## config.mk

```make
export PLATFORM = sky130hd
export DESIGN_NAME = instruction_fetch_unit
export DESIGN_NICKNAME = d
export VERILOG_FILES = /design/src/rtl/mips_pkg.sv /design/src/rtl/program_counter.sv /design/src/rtl/instruction_fetch_unit.sv
export SDC_FILE = /design/constraint.sdc
export NUM_CORES = 1
export LEC_CHECK = 0
export ABC_AREA = 0
export CORE_MARGIN = 10
export CORE_UTILIZATION = 50
export DETAILED_ROUTE_END_ITERATION = 10
export PLACE_DENSITY = 0.81
export SYNTH_ARGS = -nofsm -noshare
export SYNTH_HDL_FRONTEND = slang
export SYNTH_SLANG_ARGS = --single-unit
```

## constraint.sdc

```tcl
create_clock -name clk -period 7.9 [get_ports clk]
set_clock_uncertainty 0.05 [all_clocks]
set_input_delay 1.185 -clock clk [delete_from_list [all_inputs] [get_ports clk]]
set_output_delay 1.185 -clock clk [all_outputs]
set_load 0.03 [all_outputs]
```

## src/rtl/mips_pkg.sv

```systemverilog
// -----------------------------------------------------------------------------
// mips_pkg
// Shared definitions for the fetch stage: instruction width, the NOP word
// injected on a redirect, the default reset PC and the fetch FSM state type.
// -----------------------------------------------------------------------------
package mips_pkg;

  localparam int                     INSTR_WIDTH      = 32;
  localparam logic [INSTR_WIDTH-1:0] NOP_INSTR        = 32'h0000_0000;
  localparam logic [31:0]            DEFAULT_RESET_PC = 32'h0000_0000;

  // FILL: no fetch in flight (after reset or redirect).
  // RUN : one fetch in flight; its data arrives on the next edge.
  typedef enum logic {
    FETCH_FILL = 1'b0,
    FETCH_RUN  = 1'b1
  } fetch_state_e;

endpackage

```

## src/rtl/program_counter.sv

```systemverilog
// -----------------------------------------------------------------------------
// program_counter
// Holds the byte address of the next word to issue to instruction memory.
// Next value: word-aligned redirect target, else pc+4 when advancing, else hold.
//
// Ports
//   clk               in   clock, rising edge
//   rst               in   asynchronous active-high reset (pc = RESET_PC)
//   advance_i         in   step pc by 4 on this edge
//   redirect_i        in   load redirect target on this edge (wins over advance)
//   redirect_target_i in   byte target; bits [1:0] are ignored
//   pc_o              out  current pc
// -----------------------------------------------------------------------------
module program_counter
  import mips_pkg::*;
#(
  parameter logic [31:0] RESET_PC = DEFAULT_RESET_PC
) (
  input  logic        clk,
  input  logic        rst,
  input  logic        advance_i,
  input  logic        redirect_i,
  input  logic [31:0] redirect_target_i,
  output logic [31:0] pc_o
);

  logic [31:0] pc_q;
  logic [31:0] pc_d;

  // Byte-offset bits of the target are dropped: fetches are always word aligned.
  logic unused_target_lsbs;
  assign unused_target_lsbs = ^redirect_target_i[1:0];

  always_comb begin
    // NOTE: default assignment first so no path leaves pc_d unassigned (no latch).
    pc_d = pc_q;
    if (redirect_i) begin
      pc_d = {redirect_target_i[31:2], 2'b00};
    end else if (advance_i) begin
      pc_d = pc_q + 32'd4;  // wraps modulo 2^32
    end
  end

  always_ff @(posedge clk or posedge rst) begin
    // NOTE: non-blocking so every register samples pre-edge values.
    if (rst) pc_q <= RESET_PC;
    else     pc_q <= pc_d;
  end

  assign pc_o = pc_q;

endmodule

```

## src/rtl/instruction_fetch_unit.sv

```systemverilog
// -----------------------------------------------------------------------------
// instruction_fetch_unit
// Fetch stage in front of a synchronous-read instruction memory (data valid one
// cycle after its address). Keeps one fetch in flight (pend_pc) and registers
// the returned word into the IF/ID outputs, one instruction per cycle.
// Stall freezes everything; a redirect flushes the in-flight fetch, injects a
// NOP bubble and restarts at the target (two-bubble penalty).
//
// Ports
//   clk                  in   clock, rising edge
//   rst                  in   asynchronous active-high reset
//   Instruction_Address  out  word address to instruction memory (combinational)
//   Instruction          in   memory read data for the previous cycle's address
//   stall                in   decode back-pressure: hold IF/ID and fetch state
//   redirect_valid       in   taken branch/jump strobe (overrides stall)
//   redirect_target      in   branch/jump byte target
//   if_id_instruction    out  registered fetched instruction
//   if_id_pc             out  byte address of if_id_instruction
//   if_id_pc_plus4       out  if_id_pc + 4
//   if_id_valid          out  IF/ID holds a real instruction
// -----------------------------------------------------------------------------
module instruction_fetch_unit
  import mips_pkg::*;
#(
  parameter logic [31:0] RESET_PC   = DEFAULT_RESET_PC,
  parameter int          ADDR_WIDTH = 5
) (
  input  logic                   clk,
  input  logic                   rst,
  output logic [ADDR_WIDTH-1:0]  Instruction_Address,
  input  logic [INSTR_WIDTH-1:0] Instruction,
  input  logic                   stall,
  input  logic                   redirect_valid,
  input  logic [31:0]            redirect_target,
  output logic [INSTR_WIDTH-1:0] if_id_instruction,
  output logic [31:0]            if_id_pc,
  output logic [31:0]            if_id_pc_plus4,
  output logic                   if_id_valid
);

  logic [31:0]            pc;
  logic [31:0]            pend_pc_q;
  logic                   pend_valid_q;
  fetch_state_e           state_q;
  logic [INSTR_WIDTH-1:0] if_id_instruction_q;
  logic [31:0]            if_id_pc_q;
  logic [31:0]            if_id_pc_plus4_q;
  logic                   if_id_valid_q;

  // pc steps on every unstalled edge in both FILL and RUN; redirect overrides.
  program_counter #(
    .RESET_PC (RESET_PC)
  ) u_program_counter (
    .clk               (clk),
    .rst               (rst),
    .advance_i         (!stall),
    .redirect_i        (redirect_valid),
    .redirect_target_i (redirect_target),
    .pc_o              (pc)
  );

  // While stalled, keep re-reading the in-flight word so its data is still on
  // Instruction when the stall releases.
  assign Instruction_Address = (stall && pend_valid_q) ? pend_pc_q[ADDR_WIDTH+1:2]
                                                       : pc[ADDR_WIDTH+1:2];

  always_ff @(posedge clk or posedge rst) begin
    if (rst) begin
      state_q             <= FETCH_FILL;
      pend_pc_q           <= RESET_PC;
      pend_valid_q        <= 1'b0;
      if_id_instruction_q <= '0;
      if_id_pc_q          <= '0;
      if_id_pc_plus4_q    <= '0;
      if_id_valid_q       <= 1'b0;
    end else if (redirect_valid) begin
      // Flush: the in-flight word is on the wrong path. IF/ID pc fields hold.
      state_q             <= FETCH_FILL;
      pend_valid_q        <= 1'b0;
      if_id_instruction_q <= NOP_INSTR;
      if_id_valid_q       <= 1'b0;
    end else if (!stall) begin
      case (state_q)
        FETCH_FILL: begin
          pend_pc_q     <= pc;
          pend_valid_q  <= 1'b1;
          if_id_valid_q <= 1'b0;
          state_q       <= FETCH_RUN;
        end
        FETCH_RUN: begin
          if_id_instruction_q <= Instruction;
          if_id_pc_q          <= pend_pc_q;
          if_id_pc_plus4_q    <= pend_pc_q + 32'd4;
          if_id_valid_q       <= 1'b1;
          pend_pc_q           <= pc;
        end
      endcase
    end
  end

  assign if_id_instruction = if_id_instruction_q;
  assign if_id_pc          = if_id_pc_q;
  assign if_id_pc_plus4    = if_id_pc_plus4_q;
  assign if_id_valid       = if_id_valid_q;

endmodule

```

==> results.md, run 1 <==
* Clock buffer depth at 2
* Critical-path maximum fanout at 12
* Internal power at 1657 uW
* Period Utilization, post-route at 56.12%
* Largest family of logic cells by synthesized area: simple AND/OR/NAND/NOR gates
* Total GRT Usage at between 10% and 20%
* Worst skew pair latency at 0.42 ns
* Net Sw Frac at 31.86%
* Sum Neg Setup Slack at 0 ns
* Post-synth EDFFs at 0
* Cell taking the most area after synthesis: dfrtp_1
* Die width at between 100 and 150 microns
* Share of the yosys chip area belonging to registers at 56.37%
* Levels on crit path at 4
* Mapped cell area at 0.006880 sq mm
* Compound-Gate Fraction of Synth Area at 8.747%
* Vias at 5358
* Worst R2R End: if_id_pc[18]
* Fin crit period at 4.434 ns
* Cell count after placement at between 900 and 1000
* Combinational power share at 25.3%
* CP Launch Point: stall
* Drt pass-1 iters at 5
* Ys flop type: dfrtp_1
* Antenna Nets Post-Route at 0
* Synth cell types at 42
* Post-Syn Instances at 647
* Worst path most repeated cell: clkdlybuf4s50_1
* Initial DRC count at 370
* Wire per inst at 17.68 microns
* Routability cong. at a little over 0.8
* Leakage at 0.004044 uW
* CP endpoint: Instruction_Address[1]
* Worst setup EP type: output port
* # port buffers at 163
* Setup-failing EPs final at 0
* Worst slew pin tran at between 1 and 1.5 ns
* Max Slew Vio Count at 0
* Seq pwr share at roughly 43%
* # diodes at 0
* Status: finished, final reports clean
* IO Pins at 170
* Drt via density at 5.434
* R2R Setup Slk at between 5 and 6 ns
* RSZ-0062 raised after global routing: no
* Mux share of post-synthesis cell area at 6.037%
* Initial antenna violation count at 0
* Grt ovf at 0
* Core Region at 0.01335 sq mm
* Worst slack at placement at 3.458 ns
* Synth Register Bits at 155
* Area Overhead vs Synth at 33.35%
* Crit path DAT at 3.20 ns
* Top cells by area, synth: dfrtp_1 (56%), nand2_1 (8.9%), mux2_2 (5.9%)
* Clock Pin Slew Worst Setup and Hold Paths at about 0.06 ns
* Worst endpoint required time at about 6.7 ns
* Top cell type's share of synthesized area at 56.37%
* Synth Area in Simple Gates at 18.62%
* Starting Density at 51.55%
* Synth Warn # at 0
* Clock root buffer: clkbuf_16
* # hold bufs at CTS at 0
* CTS resizes at 0
* NetSw at 774.5 uW
* Buf+Inv Stages, Crit Path at 2
* Die Y at about 140 microns
* Final worst slack at 3.466 ns
* Reg2reg start: state_q
* Post-CTS setup buffer count at 0
* Post-synthesis xor/xnor area fraction at between 7 and 8%
* Row count at 42
* H-tree depth at 4
* CTS tree: done
* Max-cap violations at 0
* CP Cell Sequence: clkdlybuf4s50_1 -> nand2_1 -> mux2_2 -> clkdlybuf4s50_1
* First-pass GRT wire length at between 20 and 30 mm
* DRT Wirelength at 17.44 mm
* Hold Fails Final Rpt at 0
* Power density over cell area at ~260 mW/mm^2
* Fin nets at 870
* Layout cell share with drive strength beyond 1 at 10.99%
* Async S/R FF share, synth at 100.0%
* Largest net degree at the start of global routing at 91
* Highest clock rate at 225.5 MHz
* Worst path top cell family by delay: buffers and inverters
* Post-detail-place hpwl at 12.67 mm
* Clk pwr share at 31.5%
* Startpoint Class: primary input
* Max VDD drop at between 100 and 150 uV
* Clk sink count at 155
* Finished Layout Cells at roughly 1000
* Residual DRC count at 0
* Final hold slack at 0.4250 ns
* Crit Path Class: primary input to output port
* Hold Crit Class: flip-flop to flip-flop
* FF-to-FF path depth at 5
* Crit-path slowest cell: clkdlybuf4s50_1
* Worst stage delay on the critical path at 0.79 ns
* Max_slew headroom at roughly 17%
* CTS Buf Count at 17
* Die ar. at 0.01885 sq mm
* Post-Synth Adder-Cell Area at less than 1%
* Mapped Avg Cell Area at 10.63 sq um
* Number of global-route vias before repair at about 5600
[state kept, by name, summed over array words and instances, names as in the netlist]
register                cells
u_program_counter.pc_o     30
state_q                     1
pend_pc_q                  30
if_id_pc                   30
pend_valid_q                1
if_id_valid                 1
if_id_pc_plus4             30
if_id_instruction          32
[how the worst min path moves through the flow]
stage	start	depth (start not counted)	slack, ns	endpoint
2_1_floorplan	pend_valid_q	2	0.42	pend_valid_q
3_3_place_gp	if_id_pc[6]	2	0.41	if_id_pc[6]
3_5_place_dp	if_id_pc[20]	2	0.42	if_id_pc[20]
4_1_cts	if_id_pc[20]	2	0.43	if_id_pc[20]
5_1_grt	if_id_pc[15]	2	0.46	if_id_pc[15]
6_report	if_id_pc[20]	2	0.42	if_id_pc[20]
[synth_stat cells (2+ instances only)]
cell type and n:
and3_1 7, a22o_1 32, nand3_1 18, xor2_1 37, nor3_1 4, buf_4 4
ha_1 2, a31oi_1 2, or3_1 2, and4_1 9, nor4_4 2, mux2_2 36
buf_2 4, o21ai_0 43, nor2_1 18, xnor2_1 18, dfrtp_1 155, inv_1 7
and3_2 2, nand4_1 20, clkbuf_1 27, o21ai_1 15, a21oi_1 2, nand2_1 163
[tightest hold or removal path: cells and delay by family, from the launching register on]
family,cells,cell delay (ns)
DFF,1,0.34
and+or+nand+nor,2,0.10
[power by group through the flow]
stage	Clock [uW]	Sequential [uW]	Combinational (uW)
4_1_cts	777	1050	625
2_1_floorplan	0	1190	197
5_1_grt	812	1070	662
6_report	766	1050	616
3_5_place_dp	0	1060	622
3_3_place_gp	0	1050	608
[placed cells by master, fill, tap and decap left out, types with 4 or more instances in the layout]
cell type / synthesis / layout
xnor2_1: 18 / 18
dfrtp_1: 155 / 155
nand3_1: 18 / 18
and4_1: 9 / 9
clkbuf_16: 0 / 17
clkdlybuf4s50_1: 0 / 162
a22o_1: 32 / 32
xor2_1: 37 / 37
nand4_1: 20 / 20
o21ai_0: 43 / 43
buf_4: 4 / 5
clkinv_2: 0 / 5
nand2_1: 163 / 162
inv_1: 7 / 6
nor3_1: 4 / 4
mux2_2: 36 / 36
conb_1: 1 / 4
and3_1: 7 / 7
nor2_1: 18 / 16
o21ai_1: 15 / 15
[stage by stage]
stage	utilization, %	instance area (sq um)	power [uW]
after floorplan	-	6892	1390
after global placement	64.64	8628	1659
after detailed placement	64.64	8628	1682
after CTS	68.74	9175	2450
after global routing	68.74	9175	2542
final	68.74	9175	2431
[final cells by class]
cell class	count	area [sq um]
sequential	155	3879
timing repair buffer	168	1664
multi-input combinational	451	2834
fill	985	4173
clock inverter	9	100.1
clock buffer	20	446.7
tap	176	220.2
inverter	7	31.28
[logic make-up after synthesis]
family	count (synthesis)
muxes	37
and+or+nand+nor	258
other	1
xor gates and xnor gates	55
buffers and inverters	44
adders and majority gates	2
AOI/OAI and AO/OA	95
DFF	155
[metal layers]
metal	vias to the layer above	part of all wire, %	global-route usage, %
met3	29	12	9.650
li1	2511	-	-
met4	0	1.8	6.616
met1	2600	39	22.02
met2	218	47	30.08
met5	-	0	0
No activity file was read; power rests on OpenSTA's default activity.
==> run 2, diff against run 1 <==
--- a/config.mk
+++ b/config.mk
@@ -7,9 +7,9 @@
 export LEC_CHECK = 0
 export ABC_AREA = 0
 export CORE_MARGIN = 10
-export CORE_UTILIZATION = 50
+export CORE_UTILIZATION = 45
 export DETAILED_ROUTE_END_ITERATION = 10
-export PLACE_DENSITY = 0.81
+export PLACE_DENSITY = 0.77
 export SYNTH_ARGS = -nofsm -noshare
 export SYNTH_HDL_FRONTEND = slang
 export SYNTH_SLANG_ARGS = --single-unit
==> constraint.sdc (replaced) <==
create_clock -name clk -period 3.95 [get_ports clk]
set_clock_uncertainty 0.05 [all_clocks]
set_input_delay 0.5925 -clock clk [delete_from_list [all_inputs] [get_ports clk]]
set_output_delay 0.5925 -clock clk [all_outputs]
set_load 0.03 [all_outputs]
==> run 2 against run 1 <==
Effect of this change: clock power up 120%; die area up 9.5%; cell area grew 1.3%; non-clock buffer count rose by 3; global-route usage is 2.0 points lower; critical path type unchanged; largest power group unchanged.
==> results.md, run 2 (synthesis gave the netlist of run 1 again) <==
* Die Y at 143.7 microns (+4.6%)
* CTS Buf Count at 17 (unchanged)
* Sum Neg Setup Slack at 0 ns (unchanged)
* Max Slew Vio Count at 0 (unchanged)
* # hold bufs at CTS at 0 (unchanged)
* Max reg flops at 32 (unchanged)
* Startpoint Class: primary input
* CTS resizes at 0 (unchanged)
* Drt via density at 5.187 (-4.5%)
* Die ar. at 0.02064 sq mm (+9.5%)
* Worst endpoint required time at 3.31 ns (-3.35 ns)
* Grt met2 use at 25.60% (-4.5 points)
* Max-cap violations at 0 (unchanged)
* Total GRT Usage at 17.12% (-2.0 points)
* Leakage at 0.004084 uW (+1.0%)
* Clock buffer depth at 2 (unchanged)
* Clock Pin Slew Worst Setup and Hold Paths at 0.06 ns (about the same)
* Die width at 143.7 microns (+4.6%)
* Max VDD drop at 308.9 uV (+120%)
* Worst setup EP type: output port
* Status: finished, final reports clean
* Hold Crit Class: flip-flop to flip-flop
* Post-detail-place hpwl at 12.29 mm (-3.1%)
* Core Region at 0.01509 sq mm (+13%)
* Routability cong. at 0.8743 (+7.3%)
* Starting Density at 45.60% (-5.9 points)
* Grt met1 use at 21.30% (-0.72 points)
* Hold Fails Final Rpt at 0 (unchanged)
* Largest net degree at the start of global routing at 156 (+71%)
* Wire per inst at 16.96 microns (-4.1%)
* Residual DRC count at 0 (unchanged)
* Final worst slack at 0.9558 ns (-2.510 ns)
* Initial DRC count at 316 (-15%)
* Antenna Nets Post-Route at 0 (unchanged)
* First-pass GRT wire length at 28.15 mm (-1.1%)
* Clock root buffer: clkbuf_16
* Power density over cell area at 536.8 mW/mm^2 (+100%)
* IO Pins at 170 (unchanged)
* Highest clock rate at roughly 330 MHz
* Most frequent cells in the layout: nand2_1 (162), clkdlybuf4s50_1 (162), dfrtp_1 (155), o21ai_0 (43), xor2_1 (37)
* Clk sink count at 155 (unchanged)
* Fin nets at 873 (+0.34%)
* CTS tree: done
* Worst skew pair latency at 0.42 ns (about the same)
* DRT Wirelength at 17.01 mm (-2.5%)
* Crit path DAT at 2.35 ns (-0.85 ns)
* Grt ovf at 0 (unchanged)
* Layout cell share with drive strength beyond 1 at 11.66% (+0.67 points)
* Vias at 5203 (-2.9%)
* Crit Path Class: primary input to output port
* Drt pass-1 iters at 4 (-1)
* Fin crit period at around 3 ns
* Gr busiest metal: met2
* Number of global-route vias before repair at 5411 (-4.0%)
* Area Overhead vs Synth at 35.13%
* Post-CTS setup buffer count at 0 (unchanged)
* # diodes at 0 (unchanged)
* Critical-path maximum fanout at 12 (unchanged)
* Worst slack at placement at 0.9478 ns (-2.510 ns)
* H-tree depth at 4 (unchanged)
* # port buffers at 163 (unchanged)
* Setup-failing EPs final at 0 (unchanged)
* Row count at 45 (+7.1%)
* RSZ-0062 raised after global routing: no
* Final hold slack at 0.4265 ns (+0.001560 ns)
* Met3 usage at 8.185% (-1.5 points)
* Period Utilization, post-route at around three quarters
* Initial antenna violation count at 1 (+1)
* Max_slew headroom at 41.77% (+25 points)
* Worst slew pin tran at 0.8734 ns (-0.3672 ns)
## run 2: cell type report
| cell class | instances | area [sq um] |
|---|---|---|
| clock inverters | 12 | 165.2 |
| repair buffers | 171 | 1712 |
| well taps | 188 | 235.2 |
| fillers | 1182 | 5792 |
| clock buffers | 19 | 442.9 |
| flip-flops and latches | 155 | 3879 |
| inverters | 7 | 30.03 |
| multi-input cells | 451 | 2834 |
## run 2: critical path: stages
cell             delay (ns)
clkdlybuf4s50_1        0.45
buf_4                  0.19
nand2_1                0.18
mux2_2                 0.27
clkdlybuf4s50_1        0.67
## run 2: path summary, 6_finish.rpt
| check | slack [ns] | to | start | cells past startpoint |
|---|---|---|---|---|
| max in group asynchronous | 2.49 | u_program_counter.pc_o[28] | rst | 3 |
| min reg2reg | 0.43 | if_id_pc_plus4[4] | if_id_pc_plus4[4] | 2 |
| max reg2reg | 2.02 | if_id_pc_plus4[14] | pend_pc_q[2] | 6 |
| max | 0.96 | Instruction_Address[3] | stall | 5 |
| min | 0.43 | if_id_pc_plus4[4] | if_id_pc_plus4[4] | 2 |
| min in group asynchronous | 0.63 | u_program_counter.pc_o[3] | rst | 3 |
## run 2: power by group
group / switching (uW) / total (uW) / internal (uW) / leakage (uW)
sequential: 249 / 2090 / 1850 / 0.00197
combinational: 688 / 1230 / 544 / 0.00183
clock: 651 / 1660 / 1010 / 0.000286
## run 2: metrics by stage
stage / instance area, sq um / std cells / power (uW) / utilization (%)
2_1_floorplan: 6895 / 650 / 2781 / -
3_5_place_dp: 8690 / 972 / 3364 / 57.59
5_1_grt: 9298 / 1003 / 5234 / 61.62
4_1_cts: 9298 / 1003 / 5041 / 61.62
6_report: 9298 / 1003 / 4991 / 61.62
3_3_place_gp: 8690 / 972 / 3327 / 57.59
## run 2: per-layer routing
metal  routed length, microns  vias up
li1                         -     2518
met1                     7403     2490
met2                     7523      169
met3                     1820       24
met4                      246        2
met5                       13        -
